## config.mk

```make
export PLATFORM = sky130hd
export DESIGN_NAME = mult_seq_arb_flat
export DESIGN_NICKNAME = d
export VERILOG_FILES = /design/src/rtl/mult_pkg.sv /design/src/rtl/mult_seq_arb_if.sv /design/src/rtl/rr_arb2.sv /design/src/rtl/mult_seq_arb.sv /design/src/flat_wrapper.sv
export SDC_FILE = /design/constraint.sdc
export NUM_CORES = 1
export LEC_CHECK = 0
export CORE_UTILIZATION = 43
export DETAILED_ROUTE_END_ITERATION = 8
export MAX_ROUTING_LAYER = met4
export PLACE_DENSITY = 0.84
export RECOVER_POWER = 50
export SYNTH_ARGS = -nofsm -noshare
export SYNTH_HDL_FRONTEND = slang
export SYNTH_SLANG_ARGS = --single-unit
```

## constraint.sdc

```tcl
create_clock -name clk -period 3.31 [get_ports clk]
set_input_delay 0.662 -clock clk [delete_from_list [all_inputs] [get_ports clk]]
set_output_delay 0.662 -clock clk [all_outputs]
set_load 0.05 [all_outputs]
```

## src/rtl/mult_pkg.sv

```systemverilog
// Shared constants and FSM encoding for the shift-and-add multiplier front end.
package mult_pkg;

  localparam int MULT_W  = 8;
  localparam int MULT_CW = 4;

  typedef enum logic [2:0] {
    IDLE,
    LOAD,
    SHIFT,
    CAPT,
    RESP
  } state_t;

  // One partial product per clock, so the shift phase lasts one cycle per operand bit.
  function automatic int shift_count(input int w);
    return w;
  endfunction

endpackage

```

## src/rtl/mult_seq_arb_if.sv

```systemverilog
// Request/response bundle between two requesters, the front end and one consumer.
interface mult_seq_arb_if
  import mult_pkg::*;
#(
  parameter int W = MULT_W
);

  logic [1:0]     req_valid;
  logic [1:0]     req_ready;
  logic [2*W-1:0] req_a;
  logic [2*W-1:0] req_b;
  logic           rsp_valid;
  logic           rsp_ready;
  logic [2*W-1:0] rsp_y;
  logic           rsp_id;

  modport master (
    output req_valid, req_a, req_b, rsp_ready,
    input  req_ready, rsp_valid, rsp_y, rsp_id
  );

  modport slave (
    input  req_valid, req_a, req_b, rsp_ready,
    output req_ready, rsp_valid, rsp_y, rsp_id
  );

endinterface

```

## src/rtl/rr_arb2.sv

```systemverilog
// Two-input round-robin arbiter; the pointer moves past the winner on each accept.
module rr_arb2 (
  input  logic       clk,
  input  logic       rst_n,
  input  logic       en,
  input  logic [1:0] valid,
  output logic [1:0] ready,
  output logic       accept,
  output logic       id
);

  logic ptr;

  always_comb begin
    // NOTE: every output gets a default first, so no path leaves one unassigned (no latch).
    id     = ptr;
    accept = 1'b0;
    ready  = 2'b00;
    if (!valid[ptr]) id = ~ptr;
    if (en && valid[id]) begin
      accept    = 1'b1;
      ready[id] = 1'b1;
    end
  end

  // NOTE: state registers use non-blocking assignment so all flops update from pre-edge values.
  always_ff @(posedge clk or negedge rst_n) begin
    if (!rst_n)      ptr <= 1'b0;
    else if (accept) ptr <= ~id;
  end

endmodule

```

## src/rtl/mult_seq_arb.sv

```systemverilog
// Arbitrated front end: accepts one request, sequences the external multiplier, returns the product.
module mult_seq_arb
  import mult_pkg::*;
#(
  parameter int W  = MULT_W,
  parameter int CW = MULT_CW
) (
  input  logic           clk,
  input  logic           rst_n,
  mult_seq_arb_if.slave  bus,
  output logic           busy,
  output logic           mul_load,
  output logic [W-1:0]   mul_a,
  output logic [W-1:0]   mul_b,
  input  logic [2*W-1:0] mul_y
);

  localparam int            NSHIFT = shift_count(W);
  localparam logic [CW-1:0] LAST   = CW'(NSHIFT - 1);

  state_t        state, state_nxt;
  logic [CW-1:0] cnt;
  logic          id_q;
  logic          accept;
  logic          grant_id;

  rr_arb2 u_arb (
    .clk    (clk),
    .rst_n  (rst_n),
    .en     (state == IDLE),
    .valid  (bus.req_valid),
    .ready  (bus.req_ready),
    .accept (accept),
    .id     (grant_id)
  );

  always_ff @(posedge clk or negedge rst_n) begin
    if (!rst_n) state <= IDLE;
    else        state <= state_nxt;
  end

  always_comb begin
    state_nxt     = state;
    busy          = (state != IDLE);
    bus.rsp_valid = (state == RESP);
    unique case (state)
      IDLE:    if (accept) state_nxt = LOAD;
      LOAD:    state_nxt = SHIFT;
      SHIFT:   if (cnt == LAST) state_nxt = CAPT;
      CAPT:    state_nxt = RESP;
      RESP:    if (bus.rsp_ready) state_nxt = IDLE;
      default: state_nxt = IDLE;
    endcase
  end

  // mul_load is decoded from the next state and registered, so it is a clean one-cycle pulse.
  always_ff @(posedge clk or negedge rst_n) begin
    if (!rst_n) begin
      mul_load   <= 1'b0;
      mul_a      <= '0;
      mul_b      <= '0;
      id_q       <= 1'b0;
      cnt        <= '0;
      bus.rsp_y  <= '0;
      bus.rsp_id <= 1'b0;
    end else begin
      mul_load <= (state_nxt == LOAD);
      if (accept) begin
        mul_a <= grant_id ? bus.req_a[2*W-1:W] : bus.req_a[W-1:0];
        mul_b <= grant_id ? bus.req_b[2*W-1:W] : bus.req_b[W-1:0];
        id_q  <= grant_id;
      end
      if (state == LOAD)       cnt <= '0;
      else if (state == SHIFT) cnt <= cnt + 1'b1;
      if (state == CAPT) begin
        bus.rsp_y  <= mul_y;
        bus.rsp_id <= id_q;
      end
    end
  end

endmodule

```

## src/flat_wrapper.sv

```systemverilog
// flat-port wrapper written by rule: the top's interface ports become plain ports
module mult_seq_arb_flat import mult_pkg::*;
#(
  parameter int W  = MULT_W,
  parameter int CW = MULT_CW
)
  (clk, rst_n, busy, mul_load, mul_a, mul_b, mul_y, bus_req_valid, bus_req_a, bus_req_b, bus_rsp_ready, bus_req_ready, bus_rsp_valid, bus_rsp_y, bus_rsp_id);
  mult_seq_arb_if #(.W(W)) bus_i ();
  input  logic clk;
  input  logic rst_n;
  output logic busy;
  output logic mul_load;
  output logic [W-1:0] mul_a;
  output logic [W-1:0] mul_b;
  input  logic [2*W-1:0] mul_y;
  input wire logic [$bits(bus_i.req_valid)-1:0] bus_req_valid;
  input wire logic [$bits(bus_i.req_a)-1:0] bus_req_a;
  input wire logic [$bits(bus_i.req_b)-1:0] bus_req_b;
  input wire logic [$bits(bus_i.rsp_ready)-1:0] bus_rsp_ready;
  output wire logic [$bits(bus_i.req_ready)-1:0] bus_req_ready;
  output wire logic [$bits(bus_i.rsp_valid)-1:0] bus_rsp_valid;
  output wire logic [$bits(bus_i.rsp_y)-1:0] bus_rsp_y;
  output wire logic [$bits(bus_i.rsp_id)-1:0] bus_rsp_id;
  assign bus_i.req_valid = bus_req_valid;
  assign bus_i.req_a = bus_req_a;
  assign bus_i.req_b = bus_req_b;
  assign bus_i.rsp_ready = bus_rsp_ready;
  assign bus_req_ready = bus_i.req_ready;
  assign bus_rsp_valid = bus_i.rsp_valid;
  assign bus_rsp_y = bus_i.rsp_y;
  assign bus_rsp_id = bus_i.rsp_id;
  mult_seq_arb #(.W(W), .CW(CW)) u_core (.clk(clk), .rst_n(rst_n), .bus(bus_i), .busy(busy), .mul_load(mul_load), .mul_a(mul_a), .mul_b(mul_b), .mul_y(mul_y));
endmodule
```

==> results.md, run 1 <==
- R2R setup slack: 1.55 ns
- Final setup fails: 0
- Max Fclk: 0.376 GHz
- CTS root buf: clkbuf_8
- Register bit total from synthesis: 43
- # nets final: 298
- Area delta synth->final: 53.1%
- Setup Skew: 0.00525 ns
- Worst slew pin tran: 2.21 ns
- Vias/cell: 5.28
- Grt met3 use: 5.50%
- Post-CTS Setup Inserts: 0
- Max-capacitance violation count: 1
- Met1 usage: 22.2%
- Overflow after GRT: 0
- Worst R2R Path Depth: 2
- Die Area: 4660 um^2
- Post-synth cell types: 31
- Syn avg cell area: 12.2 um^2
- Cells after synthesis: 155
- RSZ-0062 raised after global routing: false
- CP required: 2.65 ns
- Register area share after synthesis: 57.0%
- Routed WL per cell: 14.1 um
- Core Region: 4120 um^2
- CP endpoint kind: output pin
- Post-Synth XOR/XNOR Area: 0.464%
- Met2 Track Usage GR: 35.9%
- Final WL: 4.16 mm
- Max Buffers Root-to-Sink: 2
- DP Wirelength: 3.10 mm
- TritonCTS Buffers: 5
- Hold depth: 2
- Power Density: 1150 nW/um^2
- Crit path arrival time: 2.00 ns
- Critical Path Fanout Max: 18
- Largest net degree at the start of global routing: 44
- Worst-path clk slew: 0.08 ns
- Min-delay src: u_core.bus.rsp_id$_DFFE_PN0N_
- Simple-Gate Fraction of Synth Area: 13.5%
- Share of layout cells above drive strength 1: 13.1%
- I/O pin total: 91
- Via count: 1557
- Number of enable flip-flop cells after synthesis: 0
- Initial antenna violation count: 0
- Main combinational cell family by area after synthesis: simple AND/OR/NAND/NOR gates
- RR Startpoint: u_core.state[2]$_DFF_PN0_
- HP Class: flop to flop
- Maximum VDD drop: 601 uV
- Most used DFF post-synth: dfrtp_1
- Failing checks: max-capacitance violations, max-slew violations
- Post-Syn Area: 1890 um^2
- Commonest cells post-synth: dfrtp_1 (43), nand2_1 (20), nor3_1 (17)
- Compound-cell area share of the yosys netlist: 12.1%
- Worst skew pair latency: 0.28 ns
- Synth area leaders: dfrtp_1 (57%), mux2_2 (9.5%), a221o_1 (8.5%)
- Die width: 68.2 um
- Htree depth: 2
- Count of pins over their slew limit: 44
- Std cell rows: 23
- Post-synth net total: 209
- Leak: 0.00125 uW
- Post-CTS Hold Fix Bufs: 0
- Post-synthesis adder-cell area fraction: 0.663%
- Yosys top cell by area: dfrtp_1
- Status: complete, but fails checks
- Vias in the first global route: 1544
- Setup ws final: 0.650 ns
- Final worst path period share: 80.4%
- CTS sink cnt: 43
- Post-synth ARST share: 100%
- Initial core utilization: 45.8%
- First-pass GRT wire length: 6.83 mm
- Sum Neg Setup Slack: 0 ns
- R2R Path End: u_core.bus.rsp_y[0]$_DFFE_PN0N_
- Port Buffers: 90
- CP startpoint kind: input pin
- DRC errors left: 0
- Post-route minimum period: 2.66 ns
- Hold Vio Cnt, Final: 0
- Yosys warning count: 0
- Routed Antenna Nets: 0
- Hold EP: u_core.bus.rsp_id$_DFFE_PN0N_
- Total GRT Usage: 20.2%
- CP Class: input pin to output pin
- Mux contribution to synthesized area: 9.55%
- First DRT Iteration DRCs: 119
- First-pass iteration count of the detailed router: 4
- Gpl congestion: 0.787
- Most frequent cell after synthesis: dfrtp_1
- CTS tree: done
- Setup slack at placement: 0.639 ns
- N_diodes: 0
- Slew HR: -47.3%
- Area share of the largest cell type after synthesis: 57.0%
- Post-cts resize count: 0
- GR peak layer: met2
- Die H: 68.2 um
==> layer usage <==
layer,vias up,wire (um)
li1,740,-
met1,741,1760
met2,74,1980
met3,2,404
met4,0,18
met5,-,0
==> worst max path at each step <==
stage                          start                      end  slack, ns  cells after the start
floorplan           bus_req_valid[1]         bus_req_ready[1]       0.86                      3
global placement    bus_req_valid[0]         bus_req_ready[0]       0.66                      3
detailed placement  bus_req_valid[0]         bus_req_ready[0]       0.64                      3
CTS                 bus_req_valid[0]         bus_req_ready[0]       0.64                      3
global route                   rst_n  u_core.id_q$_DFFE_PN0P_       0.51                      1
finish              bus_req_valid[1]         bus_req_ready[0]       0.65                      4
==> final cells by class <==
| class | instances | area (um^2) |
|---|---|---|
| inverter | 6 | 22.5 |
| timing repair buffer | 93 | 925 |
| clock inverter | 2 | 35.0 |
| tap | 50 | 62.6 |
| clock buffer | 6 | 82.6 |
| sequential | 43 | 1080 |
| multi-input combinational | 95 | 686 |
| fill | 333 | 1230 |
==> logic make-up (layout without fill, tap and decap cells) <==
kind of cell             count (synthesis)  after routing
flip-flops                              43             43
XOR/XNOR                                 1              1
multiplexers                            16             16
buffers and inverters                   17            107
AND/OR/NAND/NOR                         50             50
AO/OA/AOI/OAI                           27             27
adder cells (fa/ha/maj)                  1              1
==> worst max-delay path: stages <==
cell and delay, ns:
clkdlybuf4s50_1 0.43, nand2_1 0.06, and3_1 0.62, buf_12 0.22
==> state kept, by name, indices dropped and copies added, names as in the netlist <==
register           flops
u_core.id_q            1
u_core.u_arb.ptr       1
u_core.mul_b           8
u_core.bus.rsp_id      1
u_core.mul_a           8
u_core.state           3
u_core.mul_load        1
u_core.bus.rsp_y      16
u_core.cnt             4
==> layout by cell type (no fill, tap or decap), types with 2 or more instances in the layout <==
cell	n
mux2_2	16
clkdlybuf4s50_1	87
a21oi_1	2
nor3b_1	3
o21ai_0	5
inv_1	5
buf_4	4
nor3_1	17
nand2_1	20
clkbuf_8	6
and3_1	2
a221o_1	16
dfrtp_1	43
a211o_1	2
==> power by group <==
group | switching (uW) | leakage, uW | internal [uW]
Clock | 162 | 0.0000612 | 244
Sequential | 154 | 0.000523 | 784
Combinational | 1230 | 0.000664 | 746
==> per-stage QoR <==
stage	total power, uW	hold WS (ns)	area [um^2]	utilization (%)	instances
floorplan	2330	0.366	1890	-	155
global placement	2900	0.467	2770	67.4	287
detailed placement	2940	0.474	2770	67.4	287
CTS	3350	0.494	2890	70.2	295
global route	3500	0.527	2890	70.2	295
finish	3320	0.492	2890	70.2	295
No activity file was read; power rests on OpenSTA's default activity.
==> inputs of run 2 (changes only) <==
--- a/config.mk
+++ b/config.mk
@@ -5,10 +5,10 @@
 export SDC_FILE = /design/constraint.sdc
 export NUM_CORES = 1
 export LEC_CHECK = 0
-export CORE_UTILIZATION = 43
+export CORE_UTILIZATION = 40
 export DETAILED_ROUTE_END_ITERATION = 8
 export MAX_ROUTING_LAYER = met4
-export PLACE_DENSITY = 0.84
+export PLACE_DENSITY = 0.79
 export RECOVER_POWER = 50
 export SYNTH_ARGS = -nofsm -noshare
 export SYNTH_HDL_FRONTEND = slang
==> constraint.sdc (replaced) <==
create_clock -name clk -period 2.8 [get_ports clk]
set_input_delay 0.56 -clock clk [delete_from_list [all_inputs] [get_ports clk]]
set_output_delay 0.56 -clock clk [all_outputs]
set_load 0.05 [all_outputs]
==> run 2 against run 1 <==
  * The run ends with design-rule violations left
  * Cell area down 0.52%
  * Clock power down 4%
  * Power up 15%
  * Register-to-register slack worse by 0.54 ns
  * Sequential share of layout area up 0.19 points
  * Sequential cell count unchanged
  * Non-clock buffer count up 2
  * Via count down 0.77%
  * Largest power group unchanged
  * Highest routed layer unchanged
==> results.md, run 2 (synthesis gave the netlist of run 1 again) <==
- Worst skew pair latency: 0.29 ns
- Vias/cell: 5.18
- Max-capacitance violation count: 0
- Largest register by flop count: u_core.bus.rsp_y
- CP Buf/Inv Count: 2
- Leak: 0.00124 uW
- Status: complete, but fails checks
- CTS root buf: clkbuf_8
- First DRT Iteration DRCs: 74
- Routed WL per cell: 14.0 um
- Max Fclk: 0.399 GHz
- # nets final: 300
- Std cell rows: 24
- Worst-path clk slew: 0.08 ns
- N_diodes: 0
- Largest net degree at the start of global routing: 44
- First-pass GRT wire length: 6.78 mm
- Setup ws final: 0.293 ns
- Total GRT Usage: 17.9%
- Gpl congestion: 0.758
- CP Cell Sequence: nor3_2, inv_2, clkdlybuf4s50_1
- Hold Vio Cnt, Final: 0
- Final WL: 4.18 mm
- Largest regs: u_core.bus.rsp_y: 16 flops, u_core.mul_a: 8 flops, u_core.mul_b: 8 flops
- Post-CTS Setup Inserts: 0
- CTS sink cnt: 43
- Area delta synth->final: 52.3%
- Share of layout cells above drive strength 1: 13.4%
- HP Class: input pin to async pin
- Commonest cells after routing, fill and taps aside: clkdlybuf4s50_1 (86), dfrtp_1 (43), nand2_1 (20)
- Die width: 70.7 um
- CTS tree: done
- Initial antenna violation count: 0
- Leading cell type in the layout, fill and taps excluded: clkdlybuf4s50_1
- TritonCTS Buffers: 5
- CP startpoint kind: flop
- Via count: 1545
- Worst slew pin tran: 0.926 ns
- Core Region: 4440 um^2
- RSZ-0062 raised after global routing: false
- Maximum VDD drop: 931 uV
- CP endpoint kind: output pin
- Post-cts resize count: 0
- Max Buffers Root-to-Sink: 2
- Vias in the first global route: 1510
- Count of pins over their slew limit: 0
- Die Area: 5000 um^2
- Power Density: 1330 nW/um^2
- Die H: 70.7 um
- R2R Path End: u_core.mul_b[4]$_DFFE_PN0P_
- First-pass iteration count of the detailed router: 6
- Htree depth: 2
- Slew HR: 38.3%
- Critical Path Fanout Max: 18
- Overflow after GRT: 0
- CP Class: flop to output pin
- DP Wirelength: 2.96 mm
- Delay-heaviest family, CP: buffers and inverters
- Routed Antenna Nets: 0
- Initial core utilization: 42.5%
- RR Startpoint: u_core.state[1]$_DFF_PN0_
- Setup slack at placement: 0.595 ns
- I/O pin total: 91
- Final setup fails: 0
- Fillers: 378
- Setup Skew: 0.00438 ns
- R2R setup slack: 1.01 ns
- Post-route minimum period: 2.51 ns
- Slowest stage cell, crit path: clkdlybuf4s50_1
- Max reg flops: 16
- Failing checks: design-rule violations
- Crit path arrival time: 1.95 ns
- DRC errors left: 16
- Sum Neg Setup Slack: 0 ns
- CP max stage delay: 0.86 ns
- Port Buffers: 90
- Final worst path period share: 89.6%
- Worst R2R Path Depth: 4
- Post-CTS Hold Fix Bufs: 0
- CP required: 2.24 ns
[run 2: cell types whose count changed in the layout (fill, tap and decap cells not counted), sizes merged]
cell and change:
dlygate4sd3 +1, bufinv -1, clkdlybuf4s50 -1, buf +2
[run 2: worst max-delay path by stage]
stage                              startpoint  depth (start not counted)                to
floorplan                    bus_req_valid[1]                          3  bus_req_ready[1]
global placement    u_core.state[0]$_DFF_PN0_                          3              busy
detailed placement  u_core.state[0]$_DFF_PN0_                          3              busy
CTS                 u_core.state[0]$_DFF_PN0_                          3              busy
global route        u_core.state[0]$_DFF_PN0_                          3              busy
finish              u_core.state[0]$_DFF_PN0_                          3              busy
[run 2: area by class of cell]
class,instances,area (um^2),area share (%)
clock buffers,6,82.6,2.87
clock inverters,1,5.00,0.174
inverters,6,22.5,0.784
multi-input cells,95,686,23.9
flip-flops and latches,43,1080,37.4
well taps,52,65.1,2.26
repair buffers,95,937,32.6
[run 2: power breakdown]
part           internal, uW  switching, uW  leakage (uW)
registers               926            179      0.000523
clock network           193            197     0.0000470
logic                   886           1450      0.000673
[run 2: routing by layer]
layer	GRT usage, %	share of wire (%)	vias to the layer above
met4	6.00	1.5	0
met1	21.4	44	720
met2	28.8	47	74
met5	-	0	-
met3	5.56	7.8	8
li1	-	-	743
[run 2: worst register-to-register path, delay by kind of cell (launching register included)]
family                 cells  cell delay [ns]
flip-flops                 1             0.44
AO/OA/AOI/OAI              2             0.59
AND/OR/NAND/NOR            1             0.26
buffers and inverters      1             0.39
[run 2: per-stage QoR]
stage / util [%] / hold slack (ns) / power (uW) / area [um^2] / cells
floorplan: - / 0.264 / 2760 / 1890 / 155
global placement: 62.8 / 0.465 / 3440 / 2790 / 291
detailed placement: 62.8 / 0.484 / 3470 / 2790 / 291
CTS: 64.8 / 0.434 / 3870 / 2880 / 298
global route: 64.7 / 0.491 / 4020 / 2870 / 298
finish: 64.7 / 0.406 / 3830 / 2870 / 298
==> inputs of run 3 (changes only) <==
--- a/config.mk
+++ b/config.mk
@@ -7,6 +7,7 @@
 export LEC_CHECK = 0
 export CORE_UTILIZATION = 40
 export DETAILED_ROUTE_END_ITERATION = 8
+export GPL_TIMING_DRIVEN = 0
 export MAX_ROUTING_LAYER = met4
 export PLACE_DENSITY = 0.79
 export RECOVER_POWER = 50
==> run 3 against run 2 <==
  * The flow finishes with violations (design-rule violations, max-capacitance violations, max-slew violations)
  * Sequential share of layout area decreased by 0.83 points
  * Combinational power rose by 3%
  * Sequential cell count is the same
  * Worst setup slack got worse by 0.14 ns
  * Hold slack got worse by 0.27 ns
  * Cell area rose by 2.3%
  * Final cell count increased by 2.0%
  * Critical path type is now input pin to output pin
  * Critical endpoint is now bus_req_ready[1]
  * Largest power group unchanged
==> results.md, run 3 (synthesis gave the netlist of run 1 again) <==
- Worst skew pair latency: 0.29 ns
- Post-CTS Hold Fix Bufs: 0
- Max Buffers Root-to-Sink: 2
- DRC errors left: 16
- Largest regs: u_core.bus.rsp_y: 16 flops, u_core.mul_a: 8 flops, u_core.mul_b: 8 flops
- CTS tree: done
- Routed Antenna Nets: 0
- Fillers: 373
- Total GRT Usage: 18.4%
- Leak: 0.00128 uW
- Post-cts resize count: 4
- CP startpoint kind: input pin
- Core Region: 4440 um^2
- Share of layout cells above drive strength 1: 13.1%
- Max Fclk: 0.377 GHz
- First DRT Iteration DRCs: 104
- First-pass iteration count of the detailed router: 6
- Crit path arrival time: 2.09 ns
- Met3 WL: 338 um
- Die width: 70.7 um
- Area delta synth->final: 55.8%
- Sum Neg Setup Slack: 0 ns
- Vias in the first global route: 1541
- Area of the multi-input gates: 686 um^2
- Via count: 1539
- Gpl congestion: 0.806
- HP Class: input pin to async pin
- Maximum VDD drop: 692 uV
- CP Class: input pin to output pin
- CTS root buf: clkbuf_8
- RSZ-0062 raised after global routing: false
- Max reg flops: 16
- Status: complete, but fails checks
- Count of pins over their slew limit: 38
- DP Wirelength: 3.10 mm
- CP endpoint kind: output pin
- DR WL met2: 2.01 mm
- Initial core utilization: 42.5%
- Worst-path clk slew: 0.07 ns
- Vias/cell: 5.06
- Wire length on met1: 1.89 mm
- Final worst path period share: 94.6%
- Failing checks: design-rule violations, max-capacitance violations, max-slew violations
- Die Area: 5000 um^2
- Worst slew pin tran: 1.63 ns
- Largest register by flop count: u_core.bus.rsp_y
- First-pass GRT wire length: 6.89 mm
- Power Density: 1350 nW/um^2
- Hold Vio Cnt, Final: 0
- Post-route cell area: 2940 um^2
- Initial antenna violation count: 0
- Slew HR: -8.58%
- Overflow after GRT: 0
- Routed WL per cell: 14.2 um
- R2R setup slack: 0.86 ns
- Leading cell type in the layout, fill and taps excluded: clkdlybuf4s50_1
- Final WL: 4.31 mm
- Register area: 1080 um^2
- Port Buffers: 89
- Max-capacitance violation count: 1
- I/O pin total: 91
- Post-CTS Setup Inserts: 0
- # nets final: 306
- Die H: 70.7 um
- CTS sink cnt: 43
- DP Area: 2860 um^2
- Hold slack: 0.141 ns
- CP required: 2.24 ns
- N_diodes: 0
- Htree depth: 2
- Std cell rows: 24
- TritonCTS Buffers: 5
- Post-route minimum period: 2.65 ns
- Critical Path Fanout Max: 10
- Setup Skew: 0.00255 ns
- Commonest cells after routing, fill and taps aside: clkdlybuf4s50_1 (86), dfrtp_1 (43), nand2_1 (20)
- Top routing layer used: met4
- Largest net degree at the start of global routing: 38
- Final setup fails: 0
==> run 3: layer usage <==
metal	up-vias	track usage, %
met5	-	-
met4	0	8.67
met3	5	5.41
met2	63	29.1
met1	719	21.8
li1	752	-
==> run 3: per-stage QoR <==
stage / power, uW / std cells / setup WS [ns] / util (%)
final: 3960 / 304 / 0.151 / 66.1
after global routing: 4160 / 304 / 0.0865 / 66.1
after CTS: 4020 / 304 / 0.132 / 66.6
after detailed placement: 3560 / 297 / -0.282 / 64.3
after global placement: 3510 / 296 / -0.267 / 64.0
after floorplan: 2760 / 155 / 0.555 / -
==> run 3: path summary, 6_finish.rpt <==
kind / end / start / depth (start not counted)
max in group asynchronous: u_core.mul_b[7]$_DFFE_PN0P_ / rst_n / 2
min in group clk: u_core.state[0]$_DFF_PN0_ / u_core.cnt[3]$_DFFE_PN0P_ / 1
hold reg to reg: u_core.state[0]$_DFF_PN0_ / u_core.cnt[3]$_DFFE_PN0P_ / 1
setup reg to reg: u_core.bus.rsp_y[13]$_DFFE_PN0N_ / u_core.state[2]$_DFF_PN0_ / 4
setup / recovery: bus_req_ready[1] / bus_req_valid[0] / 6
hold / removal: u_core.mul_a[4]$_DFFE_PN0P_ / rst_n / 1
==> run 3: final cells by class <==
cell class	instances	share of cell area (%)
inverter	6	0.766
clock inverter	1	1.02
tap	52	2.21
clock buffer	6	2.47
multi-input combinational	95	23.3
buffer	11	3.07
sequential	43	36.6
timing repair buffer	90	30.5
==> run 3: report_power, final <==
part | total, uW | internal [uW] | switching (uW)
clock network | 456 | 261 | 194
logic | 2400 | 923 | 1470
registers | 1110 | 926 | 181
total | 3960 | 2110 | 1850
==> run 3: critical path, stage by stage <==
cell and delay (ns):
clkdlybuf4s50_1 0.42, nor2b_1 0.14, buf_2 0.16, buf_4 0.19, nor3b_2 0.21, clkdlybuf4s15_2 0.40
